==> config.mk <==
export PLATFORM = sky130hd
export DESIGN_NAME = instruction_fetch_unit
export DESIGN_NICKNAME = d
export VERILOG_FILES = /design/src/rtl/instruction_fetch_unit.sv
export SDC_FILE = /design/constraint.sdc
export NUM_CORES = 1
export LEC_CHECK = 0
export BUFFER_PORTS_ARGS = -buffer_cell sky130_fd_sc_hd__buf_2
export CAP_MARGIN = 20
export CORE_MARGIN = 1.5
export CORE_UTILIZATION = 54
export CTS_BUF_LIST = sky130_fd_sc_hd__clkbuf_16
export CTS_CLUSTER_DIAMETER = 80
export DETAILED_ROUTE_END_ITERATION = 16
export PLACE_DENSITY = 0.91
export REMOVE_ABC_BUFFERS = 1
export SYNTH_ARGS = -nofsm -noshare
export SYNTH_HDL_FRONTEND = slang
export SYNTH_SLANG_ARGS = --single-unit
==> constraint.sdc <==
create_clock -name clk -period 6.85 [get_ports clk]
set_input_delay 0 -clock clk [delete_from_list [all_inputs] [get_ports clk]]
set_output_delay 0 -clock clk [all_outputs]
set_load 0.1 [all_outputs]
==> src/rtl/instruction_fetch_unit.sv <==
`default_nettype none
// ============================================================================
// Module      : instruction_fetch_unit
// Description : Owns the fetch PC, issues single-outstanding word reads to
//               instruction memory and buffers {pc, instr} for decode.
// Revision    : 1.0 - initial release
// ============================================================================
module instruction_fetch_unit #(
  parameter int              XLEN       = 64,
  parameter logic [XLEN-1:0] RESET_PC   = '0,
  parameter int              FIFO_DEPTH = 2
) (
  input  logic            clk,
  input  logic            reset,
  input  logic            redirect_valid,
  input  logic [XLEN-1:0] redirect_pc,
  output logic            imem_req,
  output logic [XLEN-1:0] imem_addr,
  input  logic            imem_rvalid,
  input  logic [31:0]     imem_rdata,
  output logic            if_valid,
  input  logic            if_ready,
  output logic [XLEN-1:0] if_pc,
  output logic [31:0]     if_instr
);

  localparam int PTR_W = (FIFO_DEPTH > 1) ? $clog2(FIFO_DEPTH) : 1;
  localparam int CNT_W = $clog2(FIFO_DEPTH + 1);

  localparam logic [1:0]       c_IDLE     = 2'd0;
  localparam logic [1:0]       c_WAIT     = 2'd1;
  localparam logic [1:0]       c_DISCARD  = 2'd2;
  localparam logic [CNT_W-1:0] c_DEPTH    = CNT_W'(FIFO_DEPTH);
  localparam logic [CNT_W-1:0] c_DEPTH_M1 = CNT_W'(FIFO_DEPTH - 1);
  localparam logic [PTR_W-1:0] c_LAST     = PTR_W'(FIFO_DEPTH - 1);

  logic [1:0]       r_state;
  logic [XLEN-1:0]  r_fetch_pc;
  logic             r_req;
  logic [CNT_W-1:0] r_count;
  logic [PTR_W-1:0] r_head;
  logic [PTR_W-1:0] r_tail;
  logic [XLEN-1:0]  r_fifo_pc    [FIFO_DEPTH];
  logic [31:0]      r_fifo_instr [FIFO_DEPTH];

  logic             w_push;
  logic             w_pop;
  logic             w_reissue;
  logic [XLEN-1:0]  w_pc_next;
  logic [XLEN-1:0]  w_redirect_aligned;

  function automatic logic [PTR_W-1:0] f_ptr_inc(input logic [PTR_W-1:0] p);
    return (p == c_LAST) ? '0 : p + 1'b1;
  endfunction

  assign w_push             = (r_state == c_WAIT) && imem_rvalid && !redirect_valid;
  assign w_pop              = (r_count != '0) && if_ready;
  // Registered count only: a pop this cycle is not credited, so the slot stays reserved.
  assign w_reissue          = (r_count < c_DEPTH_M1);
  assign w_pc_next          = r_fetch_pc + XLEN'(4);
  assign w_redirect_aligned = redirect_pc & ~(XLEN'(3));

  always_ff @(posedge clk) begin
    if (reset) begin
      r_state    <= c_IDLE;
      r_fetch_pc <= RESET_PC;
      r_req      <= 1'b0;
      r_count    <= '0;
      r_head     <= '0;
      r_tail     <= '0;
    end else begin
      r_req <= 1'b0;
      if (redirect_valid) begin
        r_fetch_pc <= w_redirect_aligned;
        r_count    <= '0;
        r_head     <= '0;
        r_tail     <= '0;
        // A response still in flight must be absorbed before the new path may issue.
        case (r_state)
          c_WAIT, c_DISCARD: r_state <= imem_rvalid ? c_IDLE : c_DISCARD;
          default:           r_state <= c_IDLE;
        endcase
      end else begin
        case (r_state)
          c_IDLE: begin
            if (r_count < c_DEPTH) begin
              r_req   <= 1'b1;
              r_state <= c_WAIT;
            end
          end
          c_WAIT: begin
            if (imem_rvalid) begin
              r_fetch_pc <= w_pc_next;
              if (w_reissue) begin
                r_req <= 1'b1;
              end else begin
                r_state <= c_IDLE;
              end
            end
          end
          c_DISCARD: begin
            if (imem_rvalid) begin
              r_state <= c_IDLE;
            end
          end
          default: r_state <= c_IDLE;
        endcase

        if (w_push) begin
          r_tail <= f_ptr_inc(r_tail);
        end
        if (w_pop) begin
          r_head <= f_ptr_inc(r_head);
        end
        case ({w_push, w_pop})
          2'b10:   r_count <= r_count + 1'b1;
          2'b01:   r_count <= r_count - 1'b1;
          default: r_count <= r_count;
        endcase
      end
    end
  end

  always_ff @(posedge clk) begin
    if (w_push) begin
      r_fifo_pc[r_tail]    <= r_fetch_pc;
      r_fifo_instr[r_tail] <= imem_rdata;
    end
  end

  assign imem_req  = r_req;
  assign imem_addr = r_fetch_pc >> 2;
  assign if_valid  = (r_count != '0);
  assign if_pc     = r_fifo_pc[r_head];
  assign if_instr  = r_fifo_instr[r_head];

endmodule
`default_nettype wire

==> impl_results.md, run 1 <==
- Status: complete, no violations
- Count leader, synth: edfxtp_1
- RSZ-0062 raised after global routing: no
- CTS sink cnt: 258
- Vias in the first global route: 8,492
- Clk pin slew, worst setup/hold paths: 0.06 ns
- Final wirelength: 29.7 mm
- Layout cells sized above 1: 0.331
- TritonCTS Buffers: 26
- Critical Path Source: r_state[1]$_SDFFE_PP0P_
- WL/cell: 20.2 µm
- Number of flops mapped to enable cells by yosys: 188
- Setup Skew: 0.0153 ns
- Power Density: 257 nW/µm²
- CTS max path bufs: 3
- Post-route ant nets: 0
- Grt peak-use layer: met2
- Synth area leaders: edfxtp_1 (51%), dfxtp_1 (13%), mux2_2 (9.6%)
- Final period utilization: 0.463
- Seq cells post-synth: 258
- Worst Path Required: 7.28 ns
- Async set-or-reset flop fraction in the synthesized netlist: 0
- Critical path class: reg2reg
- First-pass detailed-route iteration total: 5
- Cells after DPL: 1,330
- Die X: 146 µm
- Worst IR Drop VDD: 0.000194 V
- Slew Viols, Final: 0
- CP Capture Type: flip-flop
- Worst Path Arrival: 3.60 ns
- Row cnt: 52
- Hold Crit Start: redirect_valid
- Area delta synth->final: 29.3%
- Rel. slew slack: 0.311
- Dpl hpwl: 17.8 mm
- Post-synthesis cell type count: 47
- Antenna violations before repair: 1
- Avg Cell Area, Syn: 13.1 µm²
- Sequential fraction of the synthesis area: 0.636
- H-tree depth: 1
- Met2 usage: 0.477
- Input/output buffers: 256
- # DRC: 0
- Total global routing overflow: 0
- Top cell type by total area after synthesis: edfxtp_1
- Synth Warn #: 0
- Routed vias: 8,557
- Final core utilization: 0.710
- Cell area after synthesis: 11,100 µm²
- Slew @ Worst Pin: 1.03 ns
- Final std cells w/o fill: 1,475
- Post-synth top area share: 0.510
- Drt via density: 5.80
- Total GRT Usage: 0.272
- M3 GR Usage: 0.0463
- Post-CTS Resized: 0
- Largest net degree at the start of global routing: 97
- Flip-flop cell with the highest count after synthesis: edfxtp_1
- Final hold vios: 0
- Post-CTS setup repair buffer count: 0
- CP startpoint kind: flip-flop
- Total power: 3.67 mW
- Max_cap viols: 0
- # fillers: 1,315
- Worst reg2reg path startpoint: r_state[1]$_SDFFE_PP0P_
- Initial Utilization: 0.549
- TritonCTS clock tree: yes
- Final Cell Area: 14,300 µm²
- Cts hold-fix bufs: 96
- First-pass GRT wire length: 46.1 mm
- M1 GR Usage: 0.339
- Final worst path period need: 3.17 ns
- Root Driver: clkbuf_16
- Setup TNS: 0 ns
- Die Y: 146 µm
- Final setup viols: 0
- Core Area: 20,200 µm²
- Post-placement cell area: 12,600 µm²
- Num ports: 263
- Gp weighted congestion: 0.823
- Commonest cells in the netlist: edfxtp_1 (188), mux2_2 (94), dfxtp_1 (70)
- HP Class: in2reg
- Clk_lat worst skew: 0.53 ns
- Maximum clock rate: 0.316 GHz
- DR iter-0 viols: 652
- Worst-path fanout max: 17
- Die area: 21,400 µm²
- Nets@finish: 1,292
- Leakage: 5.29 nW
- Syn Inst Count: 845
[sequential cells by signal (all words and copies together) (netlist names), named ones only]
name / count
imem_req: 1
r_count: 2
r_fetch_pc: 62
r_fifo_instr: 64
r_fifo_pc: 124
r_head: 1
r_state: 2
r_tail: 1
[per-stage QoR]
stage	hold slack [ns]	setup WS [ns]
floorplan	0.0691	0.997
global placement	0.188	3.74
detailed placement	0.191	3.72
CTS	0.0424	3.67
global route	0.106	3.56
finish	0.0700	3.68
[per-layer routing]
metal  wire length, µm  up-vias
met2             15200      433
met5                 0        -
li1                  -     3925
met4               907        0
met3              2230       81
met1             11400     4118
[power by group]
part	total [mW]	leakage, nW	switching [mW]	internal, mW
clock network	1.33	0.430	0.579	0.747
registers	1.79	2.30	0.0643	1.72
logic	0.563	2.56	0.429	0.134
[area by class of cell]
| class | count | area (µm²) | area share |
|---|---|---|---|
| diodes | 1 | 2.50 | 0.000175 |
| clock buffers | 27 | 676 | 0.0472 |
| clock inverters | 21 | 119 | 0.00830 |
| inverters | 12 | 45.0 | 0.00315 |
| multi-input cells | 527 | 3790 | 0.265 |
| flip-flops and latches | 258 | 7050 | 0.492 |
| well taps | 270 | 338 | 0.0236 |
| repair buffers | 359 | 2290 | 0.160 |
[worst paths after layout]
check | slack (ns) | depth (start not counted) | to
max | 3.68 | 7 | r_fetch_pc[57]$_SDFFE_PP0P_
min | 0.07 | 3 | r_fetch_pc[24]$_SDFFE_PP0P_
max reg2reg | 3.68 | 7 | r_fetch_pc[57]$_SDFFE_PP0P_
min reg2reg | 0.51 | 2 | r_state[1]$_SDFFE_PP0P_
[worst max-delay path: stages, from the launching register on]
cell and delay, ns:
dfxtp_1 0.32, inv_1 0.08, ha_1 0.27, and2_1 0.50
nand4_4 0.38, or4_1 0.75, or4_1 0.52, a311oi_1 0.26
[cells by family after synthesis]
logic type / count (synthesis) / synth area share
buf+inv: 63 / 0.0234
simple gates: 280 / 0.137
mux: 104 / 0.105
fa+ha+maj: 7 / 0.00791
other cells: 1 / 0.000339
compound gates: 89 / 0.0561
xor+xnor: 43 / 0.0340
flops: 258 / 0.636
[layout by cell type, fill, tap and decap left out, types with 9 or more instances in the layout]
cell	count
a211oi_1	32
a21oi_1	15
a311oi_1	10
and3_1	9
and4_1	13
buf_2	257
clkbuf_16	27
dfxtp_1	69
dlygate4sd3_1	96
edfxtp_1	188
inv_1	22
mux2_2	94
mux2i_1	10
nand2_1	44
nand3_1	27
nand4_1	35
nor2_1	66
nor3_1	16
nor4_1	24
o21ai_0	13
or3_1	10
or4_1	12
xnor2_1	26
xor2_1	17
Note: power is estimated with default switching activity, not from simulation.
==> run 2: changes to the inputs <==
--- a/config.mk
+++ b/config.mk
@@ -8,11 +8,11 @@
 export BUFFER_PORTS_ARGS = -buffer_cell sky130_fd_sc_hd__buf_2
 export CAP_MARGIN = 20
 export CORE_MARGIN = 1.5
-export CORE_UTILIZATION = 54
+export CORE_UTILIZATION = 49
 export CTS_BUF_LIST = sky130_fd_sc_hd__clkbuf_16
 export CTS_CLUSTER_DIAMETER = 80
 export DETAILED_ROUTE_END_ITERATION = 16
-export PLACE_DENSITY = 0.91
+export PLACE_DENSITY = 0.88
 export REMOVE_ABC_BUFFERS = 1
 export SYNTH_ARGS = -nofsm -noshare
 export SYNTH_HDL_FRONTEND = slang
==> constraint.sdc (replaced) <==
create_clock -name clk -period 2.8 [get_ports clk]
set_input_delay 0 -clock clk [delete_from_list [all_inputs] [get_ports clk]]
set_output_delay 0 -clock clk [all_outputs]
set_load 0.1 [all_outputs]
==> run 2 against run 1 <==
  * Global-route usage decreased by 1.6 points
  * Maximum frequency increased by 21%
  * Sequential share of layout area fell by 1.1 points
  * Via count increased by 1.4%
  * Cell area rose by 2.2%
  * Combinational power grew to 2.5 times the previous value
==> impl_results.md, run 2 (same netlist as run 1, synthesis figures left out) <==
- Status: complete, no violations
- Max reg flops: 124 (unchanged)
- Row cnt: 54 (+3.8%)
- Routed vias: 8,681 (+1.4%)
- Final Cell Area: 14,600 µm² (+2.2%)
- HP Class: in2reg
- Setup TNS: 0 ns (unchanged)
- Die area: 23,500 µm² (+10%)
- Worst IR Drop VDD: 0.000453 V (+130%)
- Area delta synth->final: 32.1%
- H-tree depth: 1 (unchanged)
- Final setup viols: 0 (unchanged)
- RSZ-0062 raised after global routing: no
- Worst hold path stage count: 4 (+1)
- Clk_lat worst skew: 0.54 ns (about the same)
- Worst path max stage delay: 0.68 ns (-0.07 ns)
- Largest net degree at the start of global routing: 84 (-13%)
- Clk pin slew, worst setup/hold paths: 0.06 ns (about the same)
- Leakage: 5.46 nW (+3.2%)
- Post-CTS Resized: 0 (unchanged)
- Critical path class: reg2reg
- Rel. slew slack: 0.377 (+0.0651)
- TritonCTS clock tree: yes
- Vias in the first global route: 8,837 (+4.1%)
- Final worst path period need: 2.61 ns (-0.559 ns)
- Worst Path Arrival: 3.05 ns (-0.55 ns)
- Final hold vios: 0 (unchanged)
- Nets@finish: 1,322 (+2.3%)
- Final wirelength: 30.6 mm (+2.8%)
- R2R depth: 7 (unchanged)
- Antenna violations before repair: 2 (+1)
- Biggest regs: r_fifo_pc x124, r_fifo_instr x64, r_fetch_pc x62
- Post-CTS setup repair buffer count: 0 (unchanged)
- CP startpoint kind: flip-flop
- First-pass detailed-route iteration total: 5 (unchanged)
- CTS sink cnt: 258 (unchanged)
- Reg2reg end: r_fetch_pc[57]$_SDFFE_PP0P_
- Cell chain of the critical path: inv_1 > ha_1 > and2_1 > nand4_4 > or4_1 > or4_1 > a311oi_1
- R2R setup slack: 0.19 ns (-3.49 ns)
- First-pass GRT wire length: 47.8 mm (+3.8%)
- Die Y: 153 µm (+4.9%)
- Final core utilization: 0.664 (-0.0455)
- Commonest non-fill, non-tap cell in the layout: buf_2
- Max_cap viols: 0 (unchanged)
- Layout cells sized above 1: 0.348 (+0.0171)
- Input/output buffers: 256 (unchanged)
- Drt via density: 5.73 (-1.3%)
- Core Area: 22,000 µm² (+9.2%)
- Worst reg2reg path startpoint: r_state[1]$_SDFFE_PP0P_
- Post-route ant nets: 0 (unchanged)
- WHS Endpoint: r_fetch_pc[13]$_SDFFE_PP0P_
- Initial Utilization: 0.503 (-0.0463)
- # DRC: 0 (unchanged)
- Setup Skew: 0.0143 ns (-0.000998 ns)
- Root Driver: clkbuf_16
- Post-placement cell area: 12,900 µm² (+2.4%)
- Die X: 153 µm (+4.9%)
- TritonCTS Buffers: 26 (unchanged)
- Worst Path Required: 3.24 ns (-4.04 ns)
- Worst-path fanout max: 7 (-10)
- Power Density: 620 nW/µm² (+140%)
- Top cell by count, worst path: or4_1
- CP Capture Type: flip-flop
- WL/cell: 20.2 µm (about the same)
- Slew Viols, Final: 0 (unchanged)
- Slew @ Worst Pin: 0.935 ns (-0.0976 ns)
- Num ports: 263 (unchanged)
- Hold Crit Start: redirect_valid
- Maximum clock rate: 0.383 GHz (+21%)
- CTS max path bufs: 3 (unchanged)
- Biggest register: r_fifo_pc
- DR iter-0 viols: 817 (+25%)
- Total GRT Usage: 0.256 (-0.0160)
- Final period utilization: 0.932 (+0.470)
- Total global routing overflow: 0 (unchanged)
- Commonest cells after routing, fill and taps aside: buf_2 (256), edfxtp_1 (188), dlygate4sd3_1 (96)
- Dpl hpwl: 19.6 mm (+9.9%)
- Gp weighted congestion: 0.831 (+0.97%)
- Slowest cell on crit path: or4_1
## run 2: worst max path at each step
stage                                      startpoint                           end  slack (ns)  depth (start not counted)
after global placement    r_fetch_pc[39]$_SDFFE_PP0P_   r_fetch_pc[63]$_SDFFE_PP0P_        0.32                          5
final                         r_state[1]$_SDFFE_PP0P_   r_fetch_pc[57]$_SDFFE_PP0P_        0.19                          7
after global routing      r_fetch_pc[39]$_SDFFE_PP0P_   r_fetch_pc[63]$_SDFFE_PP0P_       0.005                          5
after detailed placement  r_fetch_pc[39]$_SDFFE_PP0P_   r_fetch_pc[63]$_SDFFE_PP0P_        0.25                          5
after floorplan                        redirect_valid  r_fifo_instr[0][0]$_DFFE_PP_       -3.05                          3
after CTS                 r_fetch_pc[39]$_SDFFE_PP0P_   r_fetch_pc[63]$_SDFFE_PP0P_        0.22                          5
## run 2: through the flow
| stage | setup WS [ns] | hold WS [ns] | cells | total power, mW |
|---|---|---|---|---|
| floorplan | -3.05 | 0.0691 | 797 | 5.40 |
| global placement | 0.323 | 0.188 | 1370 | 5.70 |
| detailed placement | 0.246 | 0.191 | 1370 | 5.73 |
| CTS | 0.222 | 0.0265 | 1514 | 9.11 |
| global route | 0.00492 | 0.0600 | 1516 | 9.34 |
| finish | 0.189 | 0.0450 | 1516 | 9.08 |
## run 2: routing by layer
metal  share of wire  vias up  track usage
met3           0.074       84       0.0485
met2            0.50      438        0.443
li1                -     3986            -
met4           0.040        0        0.104
met1            0.39     4173        0.315
met5               0        -            0
## run 2: where the power goes
group	internal, mW	switching, mW
Clock	1.87	1.44
Combinational	0.347	1.08
Sequential	4.21	0.134
Total	6.43	2.65
## run 2: final cells by class
class	instances	area (µm²)
clock buffers	26	651
diodes	2	5.00
inverters	12	45.0
repair buffers	389	2580
multi-input cells	527	3790
flip-flops and latches	258	7050
fillers	1592	7390
clock inverters	22	155
well taps	280	350
## run 2: worst max-delay path: cells and delay by family (launching register included)
family | cells | cell delay, ns
simple gates | 4 | 1.56
buf+inv | 1 | 0.09
fa+ha+maj | 1 | 0.26
compound gates | 1 | 0.27
flops | 1 | 0.34
## run 2: repair_timing
action / in CTS / in global routing
setup endpoints to repair: 0 / 0
hold buffers: 96 / 0
endpoints found under the hold margin: 129 / 0
==> run 3: changes to the inputs <==
--- a/config.mk
+++ b/config.mk
@@ -12,6 +12,7 @@
 export CTS_BUF_LIST = sky130_fd_sc_hd__clkbuf_16
 export CTS_CLUSTER_DIAMETER = 80
 export DETAILED_ROUTE_END_ITERATION = 16
+export MAX_ROUTING_LAYER = met4
 export PLACE_DENSITY = 0.88
 export REMOVE_ABC_BUFFERS = 1
 export SYNTH_ARGS = -nofsm -noshare
==> run 3 against run 2 <==
  * Clock power about the same
  * Critical endpoint unchanged
  * Sequential cell count unchanged
  * Cell count unchanged
  * Sequential share of layout area unchanged
  * Sequential power about the same
  * Power about the same
  * Critical path depth unchanged
  * Clock skew about the same
  * Cell area unchanged
  * First-iteration DRC count up 5.8%
  * Register-to-register slack better by 0.03 ns
  * Setup slack better by 0.031 ns
==> impl_results.md, run 3 (same netlist as run 1, synthesis figures left out) <==
- Status: complete, no violations
- Total power: 9.07 mW (about the same)
- Worst IR Drop VDD: 0.000452 V (-0.10%)
- Final setup viols: 0 (unchanged)
- Die area: 23,500 µm² (unchanged)
- Nets@finish: 1,322 (unchanged)
- First-pass GRT wire length: 47.7 mm (-0.22%)
- Commonest non-fill, non-tap cell in the layout: buf_2
- RSZ-0062 raised after global routing: no
- Final period utilization: 0.921 (-0.0112)
- Slew @ Worst Pin: 0.937 ns (+0.00214 ns)
- CP startpoint kind: flip-flop
- Leakage: 5.46 nW (unchanged)
- Biggest register: r_fifo_pc
- Input/output buffers: 256 (unchanged)
- Final hold vios: 0 (unchanged)
- Core Area: 22,000 µm² (unchanged)
- Num ports: 263 (unchanged)
- Total GRT Usage: 0.264 (+0.00824)
- Dpl hpwl: 19.6 mm (unchanged)
- Area delta synth->final: 32.1% (unchanged)
- R2R setup slack: 0.22 ns (+0.03 ns)
- Setup ws final: 0.221 ns (+0.0314 ns)
- Clk_lat worst skew: 0.54 ns (about the same)
- CTS sink cnt: 258 (unchanged)
- Slew Viols, Final: 0 (unchanged)
- Final wirelength: 30.6 mm (about the same)
- Commonest cells after routing, fill and taps aside: buf_2 (256), edfxtp_1 (188), dlygate4sd3_1 (96)
- Die Y: 153 µm (unchanged)
- Antenna violations before repair: 2 (unchanged)
- Sequential share of power: 0.479 (about the same)
- Combinational fraction of design power: 0.157 (about the same)
- Post-route ant nets: 0 (unchanged)
- Die X: 153 µm (unchanged)
- Cells after DPL: 1,370 (unchanged)
- Root Driver: clkbuf_16
- Clock Power Share: 0.364 (about the same)
- Internal: 6.43 mW (about the same)
- Setup Skew: 0.0146 ns (+0.000236 ns)
- Power Density: 620 nW/µm² (about the same)
- Psw: 2.65 mW (-0.25%)
- Initial Utilization: 0.503 (unchanged)
- Sw Share: 0.292 (-0.000514)
- First-pass detailed-route iteration total: 5 (unchanged)
- Vias in the first global route: 8,830 (-0.079%)
- Layout cells sized above 1: 0.348 (unchanged)
- Biggest regs: r_fifo_pc x124, r_fifo_instr x64, r_fetch_pc x62
- Total global routing overflow: 0 (unchanged)
- Row cnt: 54 (unchanged)
- TritonCTS Buffers: 26 (unchanged)
- Clk pin slew, worst setup/hold paths: 0.06 ns (about the same)
- Gp weighted congestion: 0.844 (+1.5%)
- Drt via density: 5.73 (about the same)
- Max reg flops: 124 (unchanged)
- Final std cells w/o fill: 1,516 (unchanged)
- Post-place setup slack: 0.246 ns (unchanged)
- Final worst path period need: 2.58 ns (-0.0314 ns)
- Worst Path Arrival: 3.02 ns (-0.03 ns)
- Maximum clock rate: 0.388 GHz (+1.2%)
- Largest net degree at the start of global routing: 84 (unchanged)
- CTS max path bufs: 3 (unchanged)
- HP Class: in2reg
- # DRC: 0 (unchanged)
- Worst Path Required: 3.24 ns (about the same)
- Rel. slew slack: 0.375 (-0.00143)
- Worst-path fanout max: 7 (unchanged)
- H-tree depth: 1 (unchanged)
- Routed vias: 8,680 (-0.012%)
- Post-CTS setup repair buffer count: 0 (unchanged)
- Critical path class: reg2reg
- DR iter-0 viols: 864 (+5.8%)
- CP Capture Type: flip-flop
- WL/cell: 20.2 µm (about the same)
- TritonCTS clock tree: yes
- Max_cap viols: 0 (unchanged)
## run 3: critical path, cell delays in order, from the launching register on
cell and delay [ns]:
dfxtp_1 0.33, inv_1 0.09, ha_1 0.26, and2_1 0.23
nand4_4 0.12, or4_1 0.68, or4_1 0.51, a311oi_1 0.26
## run 3: final cells by class
| cell class | instances | area [µm²] |
|---|---|---|
| Antenna cell | 2 | 5.00 |
| Clock inverter | 22 | 155 |
| Clock buffer | 26 | 651 |
| Sequential cell | 258 | 7050 |
| Inverter | 12 | 45.0 |
| Timing Repair Buffer | 389 | 2580 |
| Tap cell | 280 | 350 |
| Multi-Input combinational cell | 527 | 3790 |
| Fill cell | 1592 | 7390 |
## run 3: per-stage QoR
stage          utilization  area, µm²  hold WS, ns  TNS, ns
4_1_cts              0.664      14600       0.0265        0
3_3_place_gp         0.584      12900        0.188        0
3_5_place_dp         0.584      12900        0.191        0
5_1_grt              0.664      14600       0.0601        0
6_report             0.664      14600       0.0471        0
2_1_floorplan            -      10900       0.0691  -419.52
## run 3: power by group through the flow
stage	registers (mW)	logic (mW)	clock network, mW
final	4.35	1.43	3.30
after global routing	4.36	1.48	3.49
after CTS	4.34	1.42	3.34
after detailed placement	4.42	1.31	0
after global placement	4.41	1.29	0
after floorplan	4.86	0.549	0
## run 3: per-layer routing
layer  part of all wire  up-vias  track usage
li1                   -     3991            -
met1               0.40     4149        0.322
met2               0.49      438        0.441
met3              0.072      102       0.0434
met4              0.040        0        0.104
met5                  0        -            -
## run 3: final timing paths
kind	start	to	depth (start not counted)
hold reg to reg	r_count[0]$_SDFFE_PP0P_	r_count[0]$_SDFFE_PP0P_	2
setup reg to reg	r_state[1]$_SDFFE_PP0P_	r_fetch_pc[57]$_SDFFE_PP0P_	7
hold / removal	redirect_valid	r_fetch_pc[13]$_SDFFE_PP0P_	4
setup / recovery	r_state[1]$_SDFFE_PP0P_	r_fetch_pc[57]$_SDFFE_PP0P_	7
## run 3: what timing repair did
item                                   CTS  global route
gates resized for setup                  0             0
endpoints found under the hold margin  129             0
hold buffers                            96             0
